## config.mk

```make
export PLATFORM = sky130hd
export DESIGN_NAME = serial_subtractor
export DESIGN_NICKNAME = d
export VERILOG_FILES = /design/src/rtl/serial_sub_pkg.sv /design/src/rtl/full_subtractor.sv /design/src/rtl/serial_subtractor.sv
export SDC_FILE = /design/constraint.sdc
export NUM_CORES = 1
export LEC_CHECK = 0
export BUFFER_PORTS_ARGS = -buffer_cell sky130_fd_sc_hd__clkbuf_2
export CAP_MARGIN = 0
export CORE_ASPECT_RATIO = 1.1
export CORE_UTILIZATION = 55
export DETAILED_ROUTE_END_ITERATION = 7
export PLACE_DENSITY = 0.78
export SLEW_MARGIN = 20
export SYNTH_ARGS = -nofsm -noshare
export SYNTH_HDL_FRONTEND = slang
export SYNTH_SLANG_ARGS = --single-unit
export TNS_END_PERCENT = 50
```

## constraint.sdc

```tcl
create_clock -name clk -period 2 [get_ports clk]
set_input_delay 0.3 -clock clk [delete_from_list [all_inputs] [get_ports clk]]
set_output_delay 0.3 -clock clk [all_outputs]
set_load 0.1 [all_outputs]
```

## src/rtl/serial_sub_pkg.sv

```systemverilog
// Shared types and helpers for the bit-serial subtractor.
package serial_sub_pkg;

    typedef enum logic [1:0] {
        IDLE = 2'd0,
        RUN  = 2'd1,
        DONE = 2'd2
    } state_e;

    function automatic int unsigned clog2(input int unsigned value);
        int unsigned r;
        r = 0;
        for (int unsigned i = 0; i < 32; i++) begin
            if ((64'd1 << i) < 64'(value)) r = i + 1;
        end
        return r;
    endfunction

endpackage

```

## src/rtl/full_subtractor.sv

```systemverilog
// One-bit full subtractor cell: d = x - y - bin, borrow out on bo.
module full_subtractor (
    input  logic x,
    input  logic y,
    input  logic bin,
    output logic d,
    output logic bo
);

    always_comb begin
        d  = x ^ y ^ bin;
        bo = (~x & y) | (~(x ^ y) & bin);
    end

endmodule

```

## src/rtl/serial_subtractor.sv

```systemverilog
// Bit-serial a - b, LSB first, with start/done handshake.
// Define SERIAL_SUB_OVF_EN to add the signed-overflow output ovf.
module serial_subtractor
    import serial_sub_pkg::*;
#(
    parameter int unsigned WIDTH = 8
) (
    input  logic             clk,
    input  logic             rst,
    input  logic             start,
    input  logic [WIDTH-1:0] a,
    input  logic [WIDTH-1:0] b,
    output logic             busy,
    output logic             done,
    output logic [WIDTH-1:0] diff,
    output logic             bout
`ifdef SERIAL_SUB_OVF_EN
    ,
    output logic             ovf
`endif
);

    localparam int unsigned CW = clog2(WIDTH);
    localparam logic [CW-1:0] CntLast = CW'(WIDTH - 1);

    state_e           state;
    logic [WIDTH-1:0] a_sr;
    logic [WIDTH-1:0] b_sr;
    logic [WIDTH-2:0] r_sr;
    logic             borrow;
    logic [CW-1:0]    cnt;
    logic             d;
    logic             bo;
    logic [WIDTH-1:0] r_next;

    full_subtractor u_cell (
        .x   (a_sr[0]),
        .y   (b_sr[0]),
        .bin (borrow),
        .d   (d),
        .bo  (bo)
    );

    // Only the upper WIDTH-1 result bits need storing; the last d completes the word.
    assign r_next = {d, r_sr};

    always_ff @(posedge clk or posedge rst) begin
        if (rst) begin
            state  <= IDLE;
            a_sr   <= '0;
            b_sr   <= '0;
            r_sr   <= '0;
            borrow <= 1'b0;
            cnt    <= '0;
            busy   <= 1'b0;
            done   <= 1'b0;
            diff   <= '0;
            bout   <= 1'b0;
`ifdef SERIAL_SUB_OVF_EN
            ovf    <= 1'b0;
`endif
        end else begin
            unique case (state)
                IDLE: begin
                    if (start) begin
                        state  <= RUN;
                        a_sr   <= a;
                        b_sr   <= b;
                        borrow <= 1'b0;
                        cnt    <= '0;
                        busy   <= 1'b1;
                    end
                end
                RUN: begin
                    a_sr   <= a_sr >> 1;
                    b_sr   <= b_sr >> 1;
                    r_sr   <= r_next[WIDTH-1:1];
                    borrow <= bo;
                    cnt    <= cnt + 1'b1;
                    if (cnt == CntLast) begin
                        state <= DONE;
                        done  <= 1'b1;
                        diff  <= r_next;
                        bout  <= bo;
`ifdef SERIAL_SUB_OVF_EN
                        ovf   <= (a_sr[0] ^ b_sr[0]) & (a_sr[0] ^ d);
`endif
                    end
                end
                DONE: begin
                    state <= IDLE;
                    busy  <= 1'b0;
                    done  <= 1'b0;
                end
                default: begin
                    state <= IDLE;
                    busy  <= 1'b0;
                    done  <= 1'b0;
                end
            endcase
        end
    end

endmodule

```

==> flow_summary_export.csv <==
group,metric,value,unit
status,status,"finished with violations",
status,violations,"design-rule violations",
cts,cts-root-buf,"clkbuf_4",
cts,h-tree-depth,2,
worst_setup_path,r2r-end,"diff[5]",
synth,syn_inst,151,
layout,finish.net_count,204,
synth,ys_seq_area_frac,0.539,
cts,clk_path_buf_depth,2,
layout,stdcell_count,217,
cts,cts_hold_buf,0,
synth,synthArstFlopShare,1.00,
sta,hold_violations,0,
worst_setup_path,rr_worst_depth,2,
worst_setup_path,crit_path_end_kind,"flop",
global_routing,antenna_found_initial,0,
synth,synth-seq-cells,40,
sta,slew_violations,0,
synth,synthFlopType,"dfrtp_1",
cts,worstSkewPairLatency,0.35,ns
worst_setup_path,worstPathMaxFanout,23,
cts,path_clk_slew,0.12,ns
global_routing,grt_pass1_vias,1268,
worst_setup_path,r2r_slack,0.36,ns
cts,cts_buffers,5,
route,drt_iter0_markers,32,
placement,dp_cells,209,
worst_setup_path,cp.arrival,1.88,ns
layout,n_antenna_cell,0,
route,postRouteAntennaNets,0,
sta,clock_skew,0.0116,ns
worst_setup_path,r2r_start,"state[0]",
sta,fin_crit,1.64,ns
die,ios,30,
sta,setup_viol,0,
route,drc_errors,3,
worst_setup_path,critical_path_class,"reg -> reg",
layout,syn_to_final_growth,13.3,%
cts,cts_sinks,40,
sta,max-slew-margin-rel,0.601,
sta,tightest_slew,0.599,ns
sta,period_share,0.821,
sta,fmax,609,MHz
die,start_util,0.594,
die,dieArea,3610,sq um
die,core_area,3130,sq um
placement,globalplace.congestion,0.709,
die,die_height,62.9,microns
route,vias_per_cell,5.58,
synth,synth_edf_count,0,
layout,final_util,0.673,
die,die_w,57.4,microns
synth,syn_area_per_cell,12.3,sq um
route,vias,1211,
global_routing,grt_max_degree,41,
placement,dpl.hpwl,2180,microns
synth,synth_area,1860,sq um
global_routing,grtUsageTotal,0.194,
placement,io_buffers,29,
die,rows,21,
route,routed_wirelength,3040,microns
flow_run,drv_cap,0,
cts,cts_tree,"built",
synth,syn_nets,173,
sta,rsz0062_at_grt,"false",
global_routing,grt_pass1_wl,5350,microns
cts,cts_setup_buffers,0,
route,wl_per_cell,14.0,microns
synth,yosysUniqueCellTypes,28,
worst_setup_path,setup.worst_path.start_class,"flop",
cts,cts_resized,0,
sta,whs,0.0235,ns
sta,setup_tns,0,ns
worst_setup_path,required,2.24,ns
layout,drive_gt1_frac,0.339,
min_path,worstHoldPathType,"in -> async",
global_routing,grt_overflow,0,
synth,yosys_warnings,0,
route,firstDrtPassIters,6,
how the worst max path moves through the flow:
stage | slack [ns] | depth (start not counted) | start | endpoint
6_report | 0.36 | 2 | state[0] | diff[5]
5_1_grt | 0.21 | 2 | state[0] | diff[5]
4_1_cts | 0.34 | 2 | state[0] | diff[5]
3_5_place_dp | 0.37 | 2 | state[0] | diff[5]
3_3_place_gp | 0.40 | 2 | state[0] | diff[1]
2_1_floorplan | 0.58 | 5 | cnt[0] | diff[0]
final cells by class:
| class | count | area [sq um] |
|---|---|---|
| well taps | 34 | 42.5 |
| repair buffers | 34 | 183 |
| clock buffers | 6 | 51.3 |
| multi-input cells | 80 | 708 |
| flip-flops and latches | 40 | 1000 |
| fillers | 235 | 1020 |
| clock inverters | 2 | 38.8 |
| inverters | 21 | 78.8 |
layout by cell type (no fill, tap or decap), types with 3 or more instances in the layout:
cell / n
mux2_2: 8
mux2_4: 8
nor3b_1: 12
dfrtp_1: 40
a21oi_1: 3
inv_1: 21
nor2b_1: 15
a221oi_1: 12
clkbuf_4: 5
buf_4: 5
clkbuf_2: 29
routing by layer:
| layer | share of wire | wire (microns) | global-route usage | up-vias |
|---|---|---|---|---|
| met4 | 0.021 | 63 | 0.0915 | 0 |
| li1 | - | - | - | 585 |
| met3 | 0.038 | 117 | 0.0393 | 7 |
| met2 | 0.51 | 1540 | 0.334 | 30 |
| met1 | 0.43 | 1320 | 0.227 | 589 |
| met5 | 0 | 0 | 0 | - |
synthesized netlist by cell type (2+ instances only):
cell,number,area (sq um)
buf_2,4,20.0
inv_1,21,78.8
a22o_1,2,17.5
a222oi_1,2,20.0
nor2b_1,15,93.8
buf_6,3,33.8
mux2_2,8,90.1
nand3b_1,2,15.0
ha_1,2,25.0
nor3b_1,12,90.1
a21oi_1,3,15.0
a221oi_1,12,105
clkbuf_1,2,7.51
mux2_4,8,120
dfrtp_1,40,1000
nand2_1,2,7.51
o221ai_1,2,17.5
sequential cells by signal, indices dropped and copies added (netlist names):
signal,count
a_sr,8
b_sr,8
diff,8
r_sr,7
cnt,3
state,2
borrow,1
bout,1
busy,1
done,1
critical path, cell delays in order (launching register included):
cell      delay (ns)
dfrtp_1         0.74
nand3b_2        0.39
mux2_4          0.40
per-stage QoR:
step	setup slack, ns	area [sq um]
after detailed placement	0.367	2010
final	0.359	2100
after global placement	0.402	2010
after CTS	0.336	2100
after floorplan	0.585	1860
after global routing	0.213	2100
cells by family after synthesis:
kind of cell	synth area share
adders and majority gates	0.0243
DFF	0.539
buffers and inverters	0.0795
AOI/OAI and AO/OA	0.105
muxes	0.119
and+or+nand+nor	0.133
Power is not shown: default switching activity piles up to over one toggle a cycle in this logic, so the estimate is an artifact.
